File: src/rtl/mc_incn_pipe_pkg.sv
// Shared definitions for the pipelined address incrementer: mode encodings,
// default geometry and the segment-width helper used by the top level.
package mc_incn_pipe_pkg;

    // Mode encodings carried with every token (in_sat)
    localparam logic MC_INCN_WRAP = 1'b0;
    localparam logic MC_INCN_SAT  = 1'b1;

    // Default geometry: 32-bit addresses, two carry segments, 8-bit step
    localparam int MC_INCN_DEF_WIDTH  = 32;
    localparam int MC_INCN_DEF_STAGES = 2;
    localparam int MC_INCN_DEF_STEP_W = 8;

    // Width of every segment except possibly the last: ceil(width / stages).
    // A non-positive stage count returns the full width so that the caller's
    // own range check can report the problem instead of a divide by zero.
    function automatic int mc_incn_seg_width(input int width, input int stages);
        if (stages < 1) begin
            return width;
        end
        return (width + stages - 1) / stages;
    endfunction

endpackage

File: src/rtl/mc_incn_seg.sv
// One carry segment of the incrementer pipeline. It adds its slice of the
// operand and step plus the carry from the previous stage, and registers the
// whole token (partially assembled result, remaining step, mode, carry, valid)
// for the next stage.
module mc_incn_seg
    import mc_incn_pipe_pkg::*;
#(
    parameter int WIDTH  = 32,
    parameter int SEG_LO = 0,
    parameter int SEG_N  = 16
) (
    input  logic             clk,
    input  logic             rst_n,
    input  logic             adv,
    input  logic             valid_i,
    input  logic [WIDTH-1:0] data_i,
    input  logic [WIDTH-1:0] step_i,
    input  logic             sat_i,
    input  logic             carry_i,
    output logic             valid_o,
    output logic [WIDTH-1:0] data_o,
    output logic [WIDTH-1:0] step_o,
    output logic             sat_o,
    output logic             carry_o
);

    logic             valid_d, valid_q;
    logic [WIDTH-1:0] data_d,  data_q;
    logic [WIDTH-1:0] step_d,  step_q;
    logic             sat_d,   sat_q;
    logic             carry_d, carry_q;
    logic [SEG_N:0]   seg_sum;

    // Segment adder and next-token selection; payload only loads for real tokens
    always_comb begin
        seg_sum = {1'b0, data_i[SEG_LO +: SEG_N]}
                + {1'b0, step_i[SEG_LO +: SEG_N]}
                + (SEG_N + 1)'(carry_i);

        valid_d = valid_q;
        data_d  = data_q;
        step_d  = step_q;
        sat_d   = sat_q;
        carry_d = carry_q;

        if (adv) begin
            valid_d = valid_i;
            if (valid_i) begin
                data_d                    = data_i;
                data_d[SEG_LO +: SEG_N]   = seg_sum[SEG_N-1:0];
                step_d                    = step_i;
                step_d[SEG_LO +: SEG_N]   = '0;
                sat_d                     = sat_i;
                carry_d                   = seg_sum[SEG_N];
            end
        end
    end

    // Stage registers, cleared asynchronously so in-flight tokens are discarded
    always_ff @(posedge clk or negedge rst_n) begin
        if (!rst_n) begin
            valid_q <= 1'b0;
            data_q  <= '0;
            step_q  <= '0;
            sat_q   <= MC_INCN_WRAP;
            carry_q <= 1'b0;
        end else begin
            valid_q <= valid_d;
            data_q  <= data_d;
            step_q  <= step_d;
            sat_q   <= sat_d;
            carry_q <= carry_d;
        end
    end

    assign valid_o = valid_q;
    assign data_o  = data_q;
    assign step_o  = step_q;
    assign sat_o   = sat_q;
    assign carry_o = carry_q;

endmodule

File: src/rtl/mc_incn_pipe.sv
// Pipelined, carry-segmented address incrementer for the memory controller.
// STAGES segment stages are chained by a generate loop; one global advance
// signal moves or freezes the whole pipe, and the final saturation mux sits
// after the last stage register.
module mc_incn_pipe
    import mc_incn_pipe_pkg::*;
#(
    parameter int WIDTH  = MC_INCN_DEF_WIDTH,
    parameter int STAGES = MC_INCN_DEF_STAGES,
    parameter int STEP_W = MC_INCN_DEF_STEP_W
) (
    input  logic              clk,
    input  logic              rst_n,
    input  logic              in_valid,
    output logic              in_ready,
    input  logic [WIDTH-1:0]  in_data,
    input  logic [STEP_W-1:0] in_step,
    input  logic              in_sat,
    output logic              out_valid,
    input  logic              out_ready,
    output logic [WIDTH-1:0]  out_data,
    output logic              out_carry
);

    localparam int SEG_W  = mc_incn_seg_width(WIDTH, STAGES);
    localparam int LAST_W = WIDTH - (STAGES - 1) * SEG_W;

    if (WIDTH < 2 || STAGES < 1 || STAGES > WIDTH ||
        STEP_W < 1 || STEP_W > WIDTH || LAST_W <= 0) begin : g_bad_params
        $error("mc_incn_pipe: illegal WIDTH/STAGES/STEP_W combination");
    end

    // Token chain: index k feeds stage k, index k+1 is stage k's register
    logic             st_valid [0:STAGES];
    logic [WIDTH-1:0] st_data  [0:STAGES];
    logic [WIDTH-1:0] st_step  [0:STAGES-1];
    logic             st_sat   [0:STAGES];
    logic             st_carry [0:STAGES];
    logic [WIDTH-1:0] last_step_unused;
    logic             adv;

    assign adv      = !out_valid || out_ready;
    assign in_ready = adv;

    assign st_valid[0] = in_valid;
    assign st_data[0]  = in_data;
    assign st_step[0]  = WIDTH'(in_step);
    assign st_sat[0]   = in_sat;
    assign st_carry[0] = 1'b0;

    for (genvar k = 0; k < STAGES; k++) begin : g_seg
        localparam int SEG_LO = k * SEG_W;
        localparam int SEG_N  = (k == STAGES - 1) ? LAST_W : SEG_W;

        logic [WIDTH-1:0] step_nxt;

        mc_incn_seg #(
            .WIDTH  (WIDTH),
            .SEG_LO (SEG_LO),
            .SEG_N  (SEG_N)
        ) u_seg (
            .clk     (clk),
            .rst_n   (rst_n),
            .adv     (adv),
            .valid_i (st_valid[k]),
            .data_i  (st_data[k]),
            .step_i  (st_step[k]),
            .sat_i   (st_sat[k]),
            .carry_i (st_carry[k]),
            .valid_o (st_valid[k+1]),
            .data_o  (st_data[k+1]),
            .step_o  (step_nxt),
            .sat_o   (st_sat[k+1]),
            .carry_o (st_carry[k+1])
        );

        if (k < STAGES - 1) begin : g_step_fwd
            assign st_step[k+1] = step_nxt;
        end else begin : g_step_end
            assign last_step_unused = step_nxt;
        end
    end

    assign out_valid = st_valid[STAGES];
    assign out_carry = st_carry[STAGES];

    // Saturate to all-ones when the token asked for it and the sum overflowed
    always_comb begin
        out_data = st_data[STAGES];
        if (st_sat[STAGES] == MC_INCN_SAT && st_carry[STAGES]) begin
            out_data = '1;
        end
    end

endmodule

File: config.mk
export PLATFORM = sky130hd
export DESIGN_NAME = mc_incn_pipe
export DESIGN_NICKNAME = d
export VERILOG_FILES = /design/src/rtl/mc_incn_pipe_pkg.sv /design/src/rtl/mc_incn_seg.sv /design/src/rtl/mc_incn_pipe.sv
export SDC_FILE = /design/constraint.sdc
export NUM_CORES = 1
export LEC_CHECK = 0
export ABC_CLOCK_PERIOD_IN_PS = 4550
export CAP_MARGIN = 20
export CORE_MARGIN = 4
export CORE_UTILIZATION = 50
export CTS_CLUSTER_SIZE = 24
export DETAILED_ROUTE_END_ITERATION = 10
export GPL_TIMING_DRIVEN = 1
export PLACE_DENSITY = 0.85
export REMOVE_ABC_BUFFERS = 1
export SYNTH_ARGS = -nofsm -noshare
export SYNTH_HDL_FRONTEND = slang
export SYNTH_SLANG_ARGS = --single-unit
File: constraint.sdc
create_clock -name clk -period 4.55 [get_ports clk]
set_clock_uncertainty 0.2 [all_clocks]
set_input_delay 0.455 -clock clk [delete_from_list [all_inputs] [get_ports clk]]
set_output_delay 0.455 -clock clk [all_outputs]
set_load 0.01 [all_outputs]
==> results of run 1 <==
-- state kept, by name, indices dropped and copies added, names as in the netlist --
name                 cells
g_seg.u_seg.carry_o      2
g_seg.u_seg.data_o      64
g_seg.u_seg.sat_o        2
g_seg.u_seg.valid_o      2
-- layout by cell type (no fill, tap or decap), drive strengths merged, types with 2 or more instances in the layout --
cell            n
mux2           38
inv             2
nand3          11
o211ai          4
nor3            3
nand2b         33
nand4           3
ha             10
nor2            5
xnor2          14
dfrtp          70
a21boi          2
xor2           14
clkbuf         12
clkdlybuf4s50  78
a21oi           7
a21o            4
and3            4
buf             3
o21ai          32
nand2          39
-- synth_stat cells --
| cell type | count |
|---|---|
| a21boi_1 | 1 |
| a21oi_1 | 7 |
| a211o_1 | 1 |
| ha_1 | 10 |
| clkbuf_1 | 7 |
| o21ai_1 | 10 |
| nor2_1 | 5 |
| mux2_2 | 38 |
| fa_1 | 1 |
| and2_1 | 1 |
| xnor2_1 | 14 |
| inv_1 | 2 |
| and3_1 | 4 |
| buf_2 | 5 |
| o211a_1 | 1 |
| nor3_1 | 1 |
| o21ai_0 | 21 |
| o21ai_2 | 1 |
| nand2_1 | 39 |
| o31ai_1 | 1 |
| a21boi_2 | 1 |
| nor3_2 | 2 |
| o21bai_1 | 1 |
| nand3_1 | 9 |
| buf_4 | 1 |
| a21o_1 | 4 |
| nand3_2 | 2 |
| a211oi_1 | 1 |
| dfrtp_1 | 70 |
| nand4_1 | 3 |
| a221oi_2 | 1 |
| o211ai_1 | 4 |
| xor2_1 | 14 |
| nand2b_1 | 33 |
-- kinds of logic (layout without fill, tap and decap cells) --
group | after synthesis | in the layout | share of synthesized area, %
adder cells (fa/ha/maj) | 11 | 11 | 4.168
flip-flops | 70 | 70 | 50.31
AND/OR/NAND/NOR | 99 | 99 | 14.70
buffers and inverters | 15 | 98 | 1.905
XOR/XNOR | 28 | 28 | 7.043
AO/OA/AOI/OAI | 55 | 55 | 9.594
multiplexers | 38 | 38 | 12.29
-- routing by layer --
metal	routed length, um	vias to the layer above
met1	2995	1213
met3	329	8
li1	-	1236
met5	0	-
met4	80	0
met2	3780	75
-- per-stage QoR --
step,utilization [%],worst slack (ns),hold WS [ns],std cells
2_1_floorplan,-,2.238,-0.04059,303
3_3_place_gp,63.90,1.709,0.2513,479
3_5_place_dp,63.90,1.613,0.2623,479
4_1_cts,66.96,1.572,0.01319,494
5_1_grt,67.18,1.787,0.03273,495
6_report,67.18,1.938,-0.003995,495
-- area by class of cell --
| type | count | share of cell area (%) |
|---|---|---|
| sequential | 70 | 38.38 |
| multi-input combinational | 231 | 36.57 |
| timing repair buffer | 81 | 17.71 |
| clock buffer | 12 | 3.618 |
| tap | 96 | 2.632 |
| clock inverter | 3 | 0.9320 |
| inverter | 2 | 0.1645 |
-- final timing paths --
kind	to	cells past startpoint	slack, ns	start
max in group asynchronous	g_seg[1].u_seg.data_o[9]	2	3.19	rst_n
hold / removal	g_seg[1].u_seg.data_o[30]	1	-0.004	rst_n
setup / recovery	out_data[18]	4	1.94	g_seg[1].u_seg.carry_o
min in group clk	g_seg[1].u_seg.data_o[26]	2	0.28	g_seg[1].u_seg.data_o[26]
hold reg to reg	g_seg[1].u_seg.data_o[26]	2	0.28	g_seg[1].u_seg.data_o[26]
setup reg to reg	g_seg[1].u_seg.data_o[30]	7	2.50	g_seg[0].u_seg.carry_o
-- worst max-delay path, delay by kind of cell, from the launching register on --
family	cells	cell delay, ns
buffers and inverters	2	0.84
and+or+nand+nor	2	0.41
DFF	1	0.36
-- power groups by stage --
stage	sequential (mW)	clock, mW	combinational [mW]
after global placement	0.882	0	0.665
final	0.885	0.518	0.677
after floorplan	0.864	0	0.369
after CTS	0.885	0.530	0.685
after global routing	0.906	0.561	0.736
after detailed placement	0.896	0	0.681
==> results.cfg, run 1 <==
[cts]
cts_resized = 0
clockBufferDepth = 2
cts_tree = done
ctsHoldBuffers = 0
numCtsBuffers = 9
clk_pin_slew_ns = 0.07
clock-sinks = 70
htree_levels = 3
root_buffer = clkbuf_8
clk-insertion-delay-late_ns = 0.33
postCtsSetupBuffers = 0

[power]
internal_power_mw = 1.492
p_comb_share_pct = 32.5
p_sw_share_pct = 28.29
clkPwrFrac_pct = 24.9
p_leak_nw = 1.978
p_switching_mw = 0.5886
seqPwrFrac_pct = 42.6
fin_total_pwr_mw = 2.081
power_density_nw_per_um2 = 455.9
irDropWorstVdd_uv = 218.0

[critical_path]
cpPeakStageDelay_ns = 0.54
cp.arrival_ns = 1.96
crit_chain = nand2_1 -> buf_8 -> nand2b_1 -> clkdlybuf4s50_1
crit_fanout = 20
end_kind = output pin
start_kind = flip-flop
cp_slowest_cell = clkdlybuf4s50_1
required_ns = 3.89
crit_type = flip-flop to output pin

[layout]
syn_to_final_growth_pct = 31.08
antenna_cells = 0
multiInputGateArea_um2 = 1669
fillCellCount = 536
final_area_um2 = 4564
drive_gt1_share_pct = 16.29
nNetsFinal = 451
seqCellArea_um2 = 1752

[sta]
fin_crit_sh_pct = 57.42
fin_crit_ns = 2.612
slew_headroom_pct = 35.01
fin_setup_tns_ns = 0
rsz0062_at_grt = no
whs_ns = -0.003995
timing.fmax_mhz = 382.8
setup_viol = 0
finalHoldViolCount = 2
slew_viol_final = 0
tightest_slew_ns = 0.9715

[global_routing]
grtUsageMet3_pct = 4.888
grt.busiest_layer = met2
grt_pass1_vias = 2606
use_met1_pct = 20.71
grt_usage_pct = 17.91
grt_overflow = 0
grt_antenna_before_repair = 0
grt_first_pass_wirelength_mm = 11.92
grt_max_degree = 50
met2_usage_pct = 31.59

[synthesis]
synth-seq-cells = 70
synth.avg_cell_area_um2 = 11.02
ys_top_cells_by_area = dfrtp_1 50%, mux2_2 12%, nand2b_1 5.9%
synth_area_um2 = 3482
synth.distinct_cells = 34
postSynthCellCount = 316
ys_warn_count = 0
yosysSeqAreaShare_pct = 50.31
synth_area_leader_cell = dfrtp_1
yosysTopAreaCellShare_pct = 50.31

[die]
rows = 30
die-width_um = 91.45
core_um2 = 6794
die_h_um = 91.45
io_pins = 80
die_area_um2 = 8363
start_util_pct = 51.25

[detailed_routing]
drtAntennaViolNets = 0
route.detailed.drc = 0
drtPass1Iterations = 4
drt_iter0_markers = 67
vias = 2532
wl_per_cell_um = 14.52
viasPerCell = 5.115
wl_mm = 7.186

[run]
maxCapViolations = 0

[run_status]
status = complete, but fails checks
violations = negative hold slack

[worst_hold_path]
hp-class = primary input to async pin

[placement]
dpl-instance-area_um2 = 4342
hpwl_mm = 5.119
gp_congestion = 0.8811
port_buffers = 79
Note: power is estimated with default switching activity, not from simulation.
==> run 2: changes to the inputs <==
ABC_CLOCK_PERIOD_IN_PS = 2300   (was 4550)
CORE_UTILIZATION = 45   (was 50)
PLACE_DENSITY = 0.81   (was 0.85)
clock period = 2.3 ns   (was 4.55 ns; I/O delays follow)
==> results.cfg, run 2 (synthesized netlist as in run 1, its figures left out) <==
[placement]
port_buffers = 79
dpl-instance-area_um2 = 4466
hpwl_mm = 5.261
gp_congestion = 0.8654

[critical_path]
cp.arrival_ns = 2.19
rrSetupSlack_ns = 0.26
end_kind = flip-flop
start_kind = primary input
crit_type = primary input to flip-flop
crit_fanout = 4
required_ns = 2.32

[layout]
drive_gt1_share_pct = 18.98
syn_to_final_growth_pct = 34.57
final_area_um2 = 4686
nNetsFinal = 462
multiInputGateArea_um2 = 1677
fillCellCount = 617
layout_commonest_cell = clkdlybuf4s50_1
fin_util_pct = 63.58
largest_register_ffs = 64
antenna_cells = 0
final_cell_mix = 78 x clkdlybuf4s50_1, 70 x dfrtp_1, 38 x mux2_2
seqCellArea_um2 = 1752

[detailed_routing]
wl_mm = 7.271
route.detailed.drc = 0
drtAntennaViolNets = 0
route.top_layer_used = met4
wl_met2_mm = 3.698
viasPerCell = 5.025
vias = 2563
drt_iter0_markers = 56
drtPass1Iterations = 4
wl_per_cell_um = 14.26
dr_wl_met3_um = 467
m1WireLength_mm = 2.943

[sta]
finalHoldViolCount = 0
timing.fmax_mhz = 460.9
slew_viol_final = 0
rsz0062_at_grt = no
setup_viol = 0
fin_crit_sh_pct = 94.33
tightest_slew_ns = 0.3859
slew_headroom_pct = 74.08
fin_crit_ns = 2.170

[cts]
postCtsSetupBuffers = 0
cts_tree = done
clk_pin_slew_ns = 0.07
root_buffer = clkbuf_8
clockBufferDepth = 2
htree_levels = 3
numCtsBuffers = 9
clk-insertion-delay-late_ns = 0.34
clock-sinks = 70

[worst_hold_path]
hp-class = primary input to async pin

[die]
die-width_um = 95.97
die_h_um = 95.97
die_area_um2 = 9209
io_pins = 80
start_util_pct = 47.25
core_um2 = 7370
rows = 31

[global_routing]
grt_antenna_before_repair = 0
grt_usage_pct = 16.98
grt_max_degree = 71
grt_first_pass_wirelength_mm = 11.87
grt_overflow = 0
grt_pass1_vias = 2552

[power]
power_density_nw_per_um2 = 875.9
irDropWorstVdd_uv = 445.7
p_leak_nw = 2.040

[run]
maxCapViolations = 0

[run_status]
status = finished clean
## run 2: cell types whose count changed in the layout (fill, tap and decap cells not counted), sizes merged
cell,before,now
clkinv,1,4
buf,3,13
clkbuf,12,10
dlygate4sd3,0,1
## run 2: metal layers
| layer | up-vias | track usage (%) |
|---|---|---|
| li1 | 1267 | - |
| met1 | 1214 | 19.11 |
| met2 | 67 | 29.99 |
| met3 | 15 | 5.238 |
| met4 | 0 | 6.517 |
| met5 | - | 0 |
## run 2: final timing paths
kind	start	end	cells after the start
max	in_data[0]	g_seg[0].u_seg.data_o[12]	9
min	rst_n	g_seg[1].u_seg.data_o[21]	3
max reg2reg	g_seg[0].u_seg.carry_o	g_seg[1].u_seg.data_o[30]	7
min reg2reg	g_seg[1].u_seg.data_o[30]	g_seg[1].u_seg.data_o[30]	2
max in group asynchronous	rst_n	g_seg[0].u_seg.data_o[25]	3
min in group clk	g_seg[1].u_seg.data_o[30]	g_seg[1].u_seg.data_o[30]	2
## run 2: stage by stage
step	TNS, ns	hold slack, ns	setup slack, ns	std cells	power (mW)
floorplan	0	-0.2656	0.1282	303	2.438
global placement	-0.9887	0.07999	-0.2222	493	3.107
detailed placement	-1.527	0.08299	-0.3414	493	3.163
CTS	0	0.2539	0.02402	510	4.149
global route	0	0.2702	0.03897	510	4.381
finish	0	0.2428	0.1304	510	4.104
## run 2: power breakdown
part           switching (mW)  internal, mW
Combinational           0.549         0.842
Sequential              0.173          1.56
Clock                   0.454         0.526
## run 2: area by class of cell
type / instances / area share [%]
Clock buffer: 10 / 2.937
Clock inverter: 6 / 1.308
Inverter: 2 / 0.1602
Multi-Input combinational cell: 231 / 35.78
Sequential cell: 70 / 37.38
Tap cell: 99 / 2.644
Timing Repair Buffer: 92 / 19.79
## run 2: worst max-delay path, stage by stage
cell and delay, ns:
clkdlybuf4s50_1 0.40, ha_1 0.24, fa_2 0.39, a211oi_2 0.23, buf_4 0.15, nor3_2 0.05, o211ai_1 0.23, xor2_1 0.19
o21ai_1 0.08
## run 2: what timing repair did
| action | 4_1_cts | 5_1_grt |
|---|---|---|
| hold buffers | 1 | 0 |
| endpoints found under the setup margin | 0 | 6 |
| hold endpoints to repair | 70 | 0 |
| gates resized for setup | 0 | 3 |
==> run 3: changes to the inputs <==
CTS_CLUSTER_DIAMETER = 200   (was default)
==> results of run 3 <==
Final layout, timing and power as in run 2 (identical DEF).
